<file path="src/rtl/vigenere_stream_cipher_pkg.sv">
// Shared constants, FSM state encoding and character helpers for the Vigenere cipher blocks.
// Latency: n/a (declarations only).
// Backpressure: n/a.
// Contents: ASCII bounds, alphabet size, mode encoding, state enum, is_upper() classifier.
package vigenere_pkg;

    localparam logic [7:0] ASCII_A = 8'd65;
    localparam logic [7:0] ASCII_Z = 8'd90;
    localparam logic [4:0] ALPHA_N = 5'd26;

    localparam logic MODE_ENC = 1'b0;
    localparam logic MODE_DEC = 1'b1;

    typedef enum logic {
        NOKEY = 1'b0,
        RUN   = 1'b1
    } state_t;

    function automatic logic is_upper(input logic [7:0] c);
        return (c >= ASCII_A) && (c <= ASCII_Z);
    endfunction

endpackage

</file>
<file path="src/rtl/vigenere_stream_cipher_if.sv">
// Character stream bundle: input side (source -> cipher) and output side (cipher -> sink).
// Latency: n/a (wiring only).
// Backpressure: valid/ready on both sides; a beat moves when valid and ready are both high.
// Modports: slave = cipher block, master = character source/sink (testbench, UART glue).
interface vigenere_stream_cipher_if;

    logic       inValid;
    logic [7:0] inChar;
    logic       inReady;
    logic       outValid;
    logic [7:0] outChar;
    logic       outReady;

    modport slave (
        input  inValid,
        input  inChar,
        input  outReady,
        output inReady,
        output outValid,
        output outChar
    );

    modport master (
        output inValid,
        output inChar,
        output outReady,
        input  inReady,
        input  outValid,
        input  outChar
    );

endinterface

</file>
<file path="src/rtl/vigenere_char_shift.sv">
// Single-character Vigenere shift: uppercase letters rotate by the key letter, others pass through.
// Latency: combinational.
// Backpressure: none (pure function of its inputs).
// Ports: char_in, key_char (assumed uppercase), mode (0 enc / 1 dec) -> char_out, is_letter.
module vigenere_char_shift
    import vigenere_pkg::*;
(
    input  logic [7:0] char_in,
    input  logic [7:0] key_char,
    input  logic       mode,
    output logic [7:0] char_out,
    output logic       is_letter
);

    logic [7:0] p;
    logic [7:0] k;
    logic [7:0] alpha_n8;
    logic [7:0] sum;
    logic [7:0] enc;
    logic [7:0] dec;
    logic [7:0] shifted;

    assign alpha_n8  = {3'b000, ALPHA_N};
    assign is_letter = is_upper(char_in);

    // Offsets within the alphabet, 0..25 when the inputs are letters.
    assign p = char_in - ASCII_A;
    assign k = key_char - ASCII_A;

    // Encrypt: a single conditional subtract is enough since p+k <= 50.
    assign sum = p + k;
    assign enc = (sum >= alpha_n8) ? (sum - alpha_n8) : sum;

    // Decrypt: add the modulus before subtracting so the result never goes negative.
    assign dec = (p >= k) ? (p - k) : (p + alpha_n8 - k);

    assign shifted  = ((mode == MODE_DEC) ? dec : enc) + ASCII_A;
    assign char_out = is_letter ? shifted : char_in;

endmodule

</file>
<file path="src/rtl/vigenere_stream_cipher.sv">
// Streaming Vigenere engine: parallel-loaded multi-char key, key pointer advances per accepted letter.
// Latency: 1 cycle from accept to outValid; 1 char/cycle when the sink drains every cycle.
// Backpressure: inReady drops while a result is held unconsumed (outReady=0) or during LOAD.
// Ports: CLK, RST_N (sync, active-low), LOAD/keyInput/keyLen/MODE controls, stream (slave modport),
//        keyErr (last LOAD rejected), keyIdx (key char used for the next letter).
module vigenere_stream_cipher
    import vigenere_pkg::*;
#(
    parameter int KEY_CHARS = 10,
    parameter int LEN_W     = $clog2(KEY_CHARS + 1)
) (
    input  logic                   CLK,
    input  logic                   RST_N,
    input  logic                   LOAD,
    input  logic [8*KEY_CHARS-1:0] keyInput,
    input  logic [LEN_W-1:0]       keyLen,
    input  logic                   MODE,
    vigenere_stream_cipher_if.slave stream,
    output logic                   keyErr,
    output logic [LEN_W-1:0]       keyIdx
);

    state_t                 state_q;
    state_t                 state_d;

    logic [8*KEY_CHARS-1:0] key_q;
    logic [LEN_W-1:0]       key_len_q;
    logic [LEN_W-1:0]       key_idx_q;
    logic                   key_err_q;
    logic                   out_vld_q;
    logic [7:0]             out_chr_q;

    logic                   len_ok;
    logic                   chars_ok;
    logic                   key_ok;
    logic                   in_rdy;
    logic                   accept;
    logic [7:0]             key_char;
    logic [7:0]             res_char;
    logic                   res_letter;
    logic                   idx_wrap;

    // Key validation: only the first keyLen characters are inspected.
    assign len_ok = (keyLen != '0) && (int'(keyLen) <= KEY_CHARS);

    always_comb begin
        chars_ok = 1'b1;
        for (int i = 0; i < KEY_CHARS; i++) begin
            if ((i < int'(keyLen)) && !is_upper(keyInput[8*i +: 8])) begin
                chars_ok = 1'b0;
            end
        end
    end

    assign key_ok = len_ok && chars_ok;

    // FSM: a LOAD decides the state outright, valid or not.
    always_ff @(posedge CLK) begin
        if (!RST_N) begin
            state_q <= NOKEY;
        end else begin
            state_q <= state_d;
        end
    end

    always_comb begin
        state_d = state_q;
        if (LOAD) begin
            state_d = key_ok ? RUN : NOKEY;
        end
    end

    // Accept only when the output register is empty or emptying on this edge.
    assign in_rdy = (state_q == RUN) && !LOAD && (!out_vld_q || stream.outReady);
    assign accept = stream.inValid && in_rdy;

    // Key character mux by compare so an out-of-range pointer value just yields zero.
    always_comb begin
        key_char = '0;
        for (int i = 0; i < KEY_CHARS; i++) begin
            if (key_idx_q == LEN_W'(i)) begin
                key_char = key_q[8*i +: 8];
            end
        end
    end

    vigenere_char_shift u_shift (
        .char_in   (stream.inChar),
        .key_char  (key_char),
        .mode      (MODE),
        .char_out  (res_char),
        .is_letter (res_letter)
    );

    assign idx_wrap = (key_idx_q == (key_len_q - LEN_W'(1)));

    always_ff @(posedge CLK) begin
        if (!RST_N) begin
            key_q     <= '0;
            key_len_q <= '0;
            key_idx_q <= '0;
            key_err_q <= 1'b0;
            out_vld_q <= 1'b0;
            out_chr_q <= 8'h00;
        end else if (LOAD) begin
            // Any pending result belongs to the old key and is dropped.
            out_vld_q <= 1'b0;
            key_idx_q <= '0;
            if (key_ok) begin
                key_q     <= keyInput;
                key_len_q <= keyLen;
                key_err_q <= 1'b0;
            end else begin
                key_err_q <= 1'b1;
            end
        end else if (accept) begin
            out_vld_q <= 1'b1;
            out_chr_q <= res_char;
            if (res_letter) begin
                key_idx_q <= idx_wrap ? '0 : (key_idx_q + LEN_W'(1));
            end
        end else if (stream.outReady) begin
            out_vld_q <= 1'b0;
        end
    end

    assign stream.inReady  = in_rdy;
    assign stream.outValid = out_vld_q;
    assign stream.outChar  = out_chr_q;
    assign keyErr          = key_err_q;
    assign keyIdx          = key_idx_q;

endmodule

</file>
<file path="src/flat_wrapper.sv">
// flat-port wrapper written by rule: the top's interface ports become plain ports
module vigenere_stream_cipher_flat import vigenere_pkg::*;
#(
    parameter int KEY_CHARS = 10,
    parameter int LEN_W     = $clog2(KEY_CHARS + 1)
)
  (CLK, RST_N, LOAD, keyInput, keyLen, MODE, keyErr, keyIdx, stream_inValid, stream_inChar, stream_outReady, stream_inReady, stream_outValid, stream_outChar);
  vigenere_stream_cipher_if stream_i ();
  input  logic CLK;
  input  logic RST_N;
  input  logic LOAD;
  input  logic [8*KEY_CHARS-1:0] keyInput;
  input  logic [LEN_W-1:0] keyLen;
  input  logic MODE;
  output logic keyErr;
  output logic [LEN_W-1:0] keyIdx;
  input wire logic [$bits(stream_i.inValid)-1:0] stream_inValid;
  input wire logic [$bits(stream_i.inChar)-1:0] stream_inChar;
  input wire logic [$bits(stream_i.outReady)-1:0] stream_outReady;
  output wire logic [$bits(stream_i.inReady)-1:0] stream_inReady;
  output wire logic [$bits(stream_i.outValid)-1:0] stream_outValid;
  output wire logic [$bits(stream_i.outChar)-1:0] stream_outChar;
  assign stream_i.inValid = stream_inValid;
  assign stream_i.inChar = stream_inChar;
  assign stream_i.outReady = stream_outReady;
  assign stream_inReady = stream_i.inReady;
  assign stream_outValid = stream_i.outValid;
  assign stream_outChar = stream_i.outChar;
  vigenere_stream_cipher #(.KEY_CHARS(KEY_CHARS), .LEN_W(LEN_W)) u_core (.CLK(CLK), .RST_N(RST_N), .LOAD(LOAD), .keyInput(keyInput), .keyLen(keyLen), .MODE(MODE), .stream(stream_i), .keyErr(keyErr), .keyIdx(keyIdx));
endmodule
</file>
<file path="config.mk">
export PLATFORM = sky130hd
export DESIGN_NAME = vigenere_stream_cipher_flat
export DESIGN_NICKNAME = d
export VERILOG_FILES = /design/src/rtl/vigenere_stream_cipher_pkg.sv /design/src/rtl/vigenere_stream_cipher_if.sv /design/src/rtl/vigenere_char_shift.sv /design/src/rtl/vigenere_stream_cipher.sv /design/src/flat_wrapper.sv
export SDC_FILE = /design/constraint.sdc
export NUM_CORES = 1
export LEC_CHECK = 0
export CORE_MARGIN = 4
export CORE_UTILIZATION = 45
export DETAILED_ROUTE_END_ITERATION = 6
export GPL_TIMING_DRIVEN = 0
export PLACE_DENSITY = 0.68
export SLEW_MARGIN = 15
export SYNTH_ARGS = -nofsm -noshare
export SYNTH_HDL_FRONTEND = slang
export SYNTH_SLANG_ARGS = --single-unit
</file>
<file path="constraint.sdc">
create_clock -name CLK -period 9.8 [get_ports CLK]
set_input_delay 2.94 -clock CLK [delete_from_list [all_inputs] [get_ports CLK]]
set_output_delay 2.94 -clock CLK [all_outputs]
set_load 0.01 [all_outputs]
</file>
==> flow_metrics.env, run 1 <==
export IMPL_routedWlPerCell_um=17.3
export IMPL_skew_ns=0.00591
export IMPL_layout_drive_gt1_share=0.0370
export IMPL_start_kind="input pin"
export IMPL_clk_path_buf_depth=2
export IMPL_switching_share=0.299
export IMPL_synthArstFlopShare=0
export IMPL_whs_ns=0.451
export IMPL_vdd_drop_max_v=0.0000882
export IMPL_synth_fa_ha_area_frac=0.0824
export IMPL_fin_crit_ns=7.47
export IMPL_first_global_vias=5984
export IMPL_cp_arrival_ns=4.53
export IMPL_numCtsBuffers=9
export IMPL_dpl_hpwl_um=15800
export IMPL_die_w_um=130
export IMPL_area_growth_pct=24.1
export IMPL_fillers=1373
export IMPL_cts_sinks=99
export IMPL_ys_warnings_count=0
export IMPL_synthTopCellsByArea="dfxtp_1, mux2i_1, nor2_1, ha_1, a21oi_1"
export IMPL_syn_mean_instance_area_um2=7.99
export IMPL_cp_end_kind="primary output"
export IMPL_seqPwrFrac=0.419
export IMPL_synthCells=844
export IMPL_cap_violations=0
export IMPL_syn_num_nets=982
export IMPL_crit_required_ns=6.86
export IMPL_max_clock_freq_mhz=134
export IMPL_die_h_um=130
export IMPL_io_buffers=112
export IMPL_outcome="finished clean"
export IMPL_combPwrFrac=0.222
export IMPL_ctsRootBufferMaster="clkbuf_16"
export IMPL_cts_hold_buf=0
export IMPL_internal_power_w=0.000675
export IMPL_slew_headroom=0.389
export IMPL_setup_viol=0
export IMPL_grt_overflow=0
export IMPL_h_tree_depth=3
export IMPL_seq_area_frac_synth=0.294
export IMPL_synth_top_family_by_area="simple AND/OR/NAND/NOR gates"
export IMPL_drv_slew=0
export IMPL_first_pass_iters=5
export IMPL_synth_compound_area_frac=0.179
export IMPL_postCtsResizedCells=0
export IMPL_muxShareOfSynthArea=0.125
export IMPL_synthSimpleGateAreaFrac=0.217
export IMPL_path_class="in2out"
export IMPL_cp_max_fo=5
export IMPL_multiInputGateArea_mm2=0.00444
export IMPL_ys_ff_latch=99
export IMPL_powerDensity_mw_per_mm2=115
export IMPL_setup_tns_ns=0
export IMPL_rows=44
export IMPL_hold_viol=0
export IMPL_n_antenna_cell=0
export IMPL_synth_top_area_cell="dfxtp_1"
export IMPL_post_route_period_util=0.762
export IMPL_synth_xor_area_share=0.0559
export IMPL_clk_latency_ns=0.35
export IMPL_syn_area_mm2=0.00674
export IMPL_mostFrequentLayoutCells="nor2_1, clkdlybuf4s50_1, dfxtp_1"
export IMPL_ant_nets=0
export IMPL_ys_flop_type="dfxtp_1"
export IMPL_grt_pass1_wl_um=31900
export IMPL_antenna_found_initial=0
export IMPL_switchingPower_w=0.000287
export IMPL_io_pins=113
export IMPL_synth_edf_count=0
export IMPL_num_vias=6429
export IMPL_cts_tree="done"
export IMPL_grt_max_degree=18
export IMPL_power_total_w=0.000962
export IMPL_place_congestion=0.909
export IMPL_power_frac_clock=0.359
export IMPL_hp_class="reg2reg"
export IMPL_wirelength_um=20000
export IMPL_path_clk_slew_ns=0.07
export IMPL_max_slew_worst_pin_slew_ns=0.902
export IMPL_dieArea_mm2=0.0170
export IMPL_post_cts_buffers=0
export IMPL_place_area_mm2=0.00809
export IMPL_regArea_mm2=0.00198
export IMPL_core_area_mm2=0.0146
export IMPL_drt_iter0_markers=567
export IMPL_drc=0
export IMPL_layout_commonest_cell="nor2_1"
export IMPL_leakagePower_nw=3.75
export IMPL_initial_core_util=0.462
export IMPL_gr_usage_all_layers=0.239
export IMPL_yosysTopAreaCellShare=0.294
export IMPL_grt_setup_unrepaired="false"
export IMPL_via_per_inst=5.56
export IMPL_fin_nets=1105
export IMPL_netlist_cell_type_count=74
export IMPL_fin_area_mm2=0.00837
-- cells by family (layout without fill, tap and decap cells) --
family | after synthesis | in the layout
AND/OR/NAND/NOR | 319 | 319
XOR/XNOR | 43 | 43
flip-flops | 99 | 99
adder cells (fa/ha/maj) | 41 | 41
buffers and inverters | 80 | 208
multiplexers | 84 | 84
AO/OA/AOI/OAI | 178 | 178
-- routing by layer --
| metal | share of wire | vias to the layer above | wire, µm | GRT usage |
|---|---|---|---|---|
| met4 | 0.017 | 0 | 340 | 0.0593 |
| met1 | 0.48 | 2967 | 9650 | 0.351 |
| met5 | 0 | - | 0 | 0 |
| li1 | - | 3232 | - | - |
| met2 | 0.43 | 205 | 8680 | 0.369 |
| met3 | 0.065 | 25 | 1300 | 0.0350 |
-- cells in the mapped netlist (all sizes together), types with 2 or more instances --
library cell and number:
o311ai 3, xnor2 24, buf 11, xor2 19
o21bai 5, nand3b 4, inv 37, nand2 64
nor3 25, a21oi 54, dfxtp 99, nor2b 6
mux2i 83, clkbuf 31, o21a 4, a221oi 8
a2bb2oi 2, nand4 5, o311a 2, nand3 20
a31oi 7, a311oi 4, a41oi 2, a21o 7
a211oi 7, o31ai 6, nor2 146, o22ai 3
nor4 2, a2111oi 5, nand2b 4, and2 9
o21ai 34, nor3b 2, or3 11, a221o 3
a22o 2, a311o 3, ha 34, o211ai 5
fa 6, and3 8, nor4b 8, o2bb2ai 2
-- final cells by class --
| cell class | count | area share |
|---|---|---|
| repair buffers | 112 | 0.134 |
| plain buffers | 42 | 0.0209 |
| multi-input cells | 665 | 0.531 |
| clock inverters | 6 | 0.00568 |
| inverters | 38 | 0.0170 |
| flip-flops and latches | 99 | 0.237 |
| clock buffers | 10 | 0.0274 |
| well taps | 184 | 0.0275 |
-- critical path, stage by stage --
cell             delay (ns)
clkdlybuf4s50_1        0.57
nand2b_1               0.25
a21oi_1                0.20
clkdlybuf4s50_1        0.58
-- state kept, by name (all words and copies together) (netlist names) --
name / flops
u_core.stream.outChar: 8
u_core.stream.outValid: 1
u_core.key_q: 80
u_core.state_q: 1
u_core.keyErr: 1
u_core.key_len_q: 4
u_core.keyIdx: 4
-- worst paths after layout --
kind               startpoint                       end  slack, ns  depth (start not counted)
max                      LOAD            stream_inReady       2.33                          4
min           u_core.key_q[6]           u_core.key_q[6]       0.45                          2
max reg2reg  u_core.keyIdx[0]  u_core.stream.outChar[5]       3.11                         23
min reg2reg   u_core.key_q[6]           u_core.key_q[6]       0.45                          2
-- stage by stage --
stage	std cells	utilization	setup slack (ns)
after floorplan	844	-	3.40
after global placement	1140	0.555	2.02
after detailed placement	1140	0.555	2.05
after CTS	1156	0.574	2.30
after global routing	1156	0.574	2.00
final	1156	0.574	2.33
-- power by group through the flow --
stage | clock (W) | combinational (W) | sequential [W]
finish | 0.000345 | 0.000214 | 0.000403
global route | 0.000362 | 0.000234 | 0.000403
CTS | 0.000350 | 0.000211 | 0.000403
detailed placement | 0 | 0.000209 | 0.000412
global placement | 0 | 0.000210 | 0.000412
floorplan | 0 | 0.000123 | 0.000412
(Power assumes the default switching activity.)
==> run 2: changes to the inputs <==
--- a/config.mk
+++ b/config.mk
@@ -9,7 +9,7 @@
 export CORE_UTILIZATION = 45
 export DETAILED_ROUTE_END_ITERATION = 6
 export GPL_TIMING_DRIVEN = 0
-export PLACE_DENSITY = 0.68
+export PLACE_DENSITY = 0.71
 export SLEW_MARGIN = 15
 export SYNTH_ARGS = -nofsm -noshare
 export SYNTH_HDL_FRONTEND = slang
==> constraint.sdc (replaced) <==
create_clock -name CLK -period 6.35 [get_ports CLK]
set_input_delay 1.905 -clock CLK [delete_from_list [all_inputs] [get_ports CLK]]
set_output_delay 1.905 -clock CLK [all_outputs]
set_load 0.01 [all_outputs]
==> run 2 against run 1 <==
Compared with the run above: count of clock-buffer cells in the layout fell by 1; clock skew rose by 0.0024 ns; cell area rose by 1.2%; sequential cell count did not move; worst setup slack got worse by 2.1 ns; register-to-register slack got worse by 2.7 ns; sequential share of layout area fell by 0.26 points; die area did not move.
==> flow_metrics.env, run 2 (synthesized netlist as in run 1, its figures left out) <==
export IMPL_outcome="finished clean"
export IMPL_drt_iter0_markers=581
export IMPL_cap_violations=0
export IMPL_grt_max_degree=19
export IMPL_cp_arrival_ns=6.35
export IMPL_setup_viol=0
export IMPL_start_kind="input pin"
export IMPL_via_per_inst=5.60
export IMPL_grt_pass1_wl_um=31400
export IMPL_drc=0
export IMPL_fillers=1357
export IMPL_io_pins=113
export IMPL_cp_max_fo=6
export IMPL_path_clk_slew_ns=0.07
export IMPL_initial_core_util=0.462
export IMPL_cts_hold_buf=0
export IMPL_critPathLaunch="stream_inChar[0]"
export IMPL_leakagePower_nw=3.78
export IMPL_antenna_found_initial=0
export IMPL_regMostFlops="u_core.key_q"
export IMPL_wirelength_um=19700
export IMPL_die_w_um=130
export IMPL_post_route_period_util=0.966
export IMPL_first_global_vias=5983
export IMPL_final_cells=1154
export IMPL_max_clock_freq_mhz=163
export IMPL_routedWlPerCell_um=17.1
export IMPL_clk_path_buf_depth=2
export IMPL_hp_class="reg2reg"
export IMPL_area_growth_pct=25.7
export IMPL_ctsRootBufferMaster="clkbuf_16"
export IMPL_hold_viol=0
export IMPL_crit_required_ns=6.57
export IMPL_layout_drive_gt1_share=0.0557
export IMPL_gr_usage_all_layers=0.234
export IMPL_fin_area_mm2=0.00847
export IMPL_h_tree_depth=3
export IMPL_skew_ns=0.00833
export IMPL_numCtsBuffers=9
export IMPL_first_pass_iters=5
export IMPL_dp_cells=1140
export IMPL_ant_nets=0
export IMPL_core_area_mm2=0.0146
export IMPL_rows=44
export IMPL_cts_tree="done"
export IMPL_cp_end_kind="flip-flop"
export IMPL_multiInputGateArea_mm2=0.00453
export IMPL_vdd_drop_max_v=0.000145
export IMPL_power_total_w=0.00149
export IMPL_io_buffers=112
export IMPL_grt_overflow=0
export IMPL_clk_latency_ns=0.35
export IMPL_max_slew_worst_pin_slew_ns=0.894
export IMPL_fin_crit_ns=6.13
export IMPL_place_area_mm2=0.00809
export IMPL_n_antenna_cell=0
export IMPL_min_delay_start="u_core.key_q[6]"
export IMPL_drv_slew=0
export IMPL_die_h_um=130
export IMPL_slew_headroom=0.395
export IMPL_num_vias=6462
export IMPL_path_class="in2reg"
export IMPL_largest_reg_flops=80
export IMPL_place_congestion=0.945
export IMPL_powerDensity_mw_per_mm2=176
export IMPL_whs_ns=0.454
export IMPL_r2r_start="u_core.keyIdx[0]"
export IMPL_layout_commonest_cell="nor2_1"
export IMPL_mostFrequentLayoutCells="nor2_1, clkdlybuf4s50_1, dfxtp_1"
export IMPL_dpl_hpwl_um=15700
export IMPL_cts_sinks=99
export IMPL_regArea_mm2=0.00198
export IMPL_setup_tns_ns=0
export IMPL_fin_nets=1103
export IMPL_dieArea_mm2=0.0170
## run 2: cell count changes in the layout (fill, tap and decap cells not counted), moves of 2 or more
cell        delta
dfxtp_2        +2
clkinvlp_4     +2
xor2_2         +2
dfxtp_1        -2
xor2_1         -2
clkinv_4       -2
clkbuf_1       -5
## run 2: area by class of cell
class / count / area share
buffer: 39 / 0.0195
timing repair buffer: 113 / 0.133
inverter: 38 / 0.0173
tap: 184 / 0.0272
multi-input combinational: 665 / 0.535
clock inverter: 7 / 0.00738
clock buffer: 9 / 0.0266
sequential: 99 / 0.234
## run 2: worst paths after layout
kind                                                  to  slack, ns  depth (start not counted)
worst min register to register           u_core.key_q[6]       0.45                          2
worst max register to register  u_core.stream.outChar[5]       0.45                         23
worst min-delay path                     u_core.key_q[6]       0.45                          2
worst max-delay path            u_core.stream.outChar[5]       0.22                         17
## run 2: repair_timing
item | CTS | global route
endpoints found under the setup margin | 4 | 7
pin swaps | 0 | 0
buffers inserted | 0 | 1
gates resized for setup | 5 | 19
cloned | 0 | 0
## run 2: layer usage
layer | track usage | vias up | share of wire
met5 | 0 | - | 0
met4 | 0.0690 | 0 | 0.020
met3 | 0.0362 | 26 | 0.060
met2 | 0.357 | 205 | 0.44
met1 | 0.344 | 3005 | 0.48
li1 | - | 3226 | -
## run 2: report_power, final
part	leakage (nW)	internal [W]	total, W	switching (W)
Combinational	2.84	0.000152	0.000338	0.000185
Sequential	0.798	0.000621	0.000621	0.000000522
Clock	0.141	0.000273	0.000534	0.000261
## run 2: worst max-delay path, cell delays in order
cell             delay [ns]
clkdlybuf4s50_1        0.55
inv_1                  0.22
ha_1                   0.22
nand2_1                0.09
or3_1                  0.39
xor2_2                 0.27
ha_1                   0.34
nor3b_1                0.17
o21a_1                 0.14
a2111oi_4              0.40
and2_1                 0.22
nand3_1                0.14
a221o_1                0.47
nor3_4                 0.28
nand3_1                0.12
a311oi_2               0.34
nor3_1                 0.07
## run 2: stage by stage
| step | setup slack [ns] | utilization |
|---|---|---|
| floorplan | 0.917 | - |
| finish | 0.217 | 0.581 |
| detailed placement | -0.399 | 0.555 |
| CTS | 0.0484 | 0.575 |
| global route | -0.0438 | 0.581 |
| global placement | -0.332 | 0.555 |
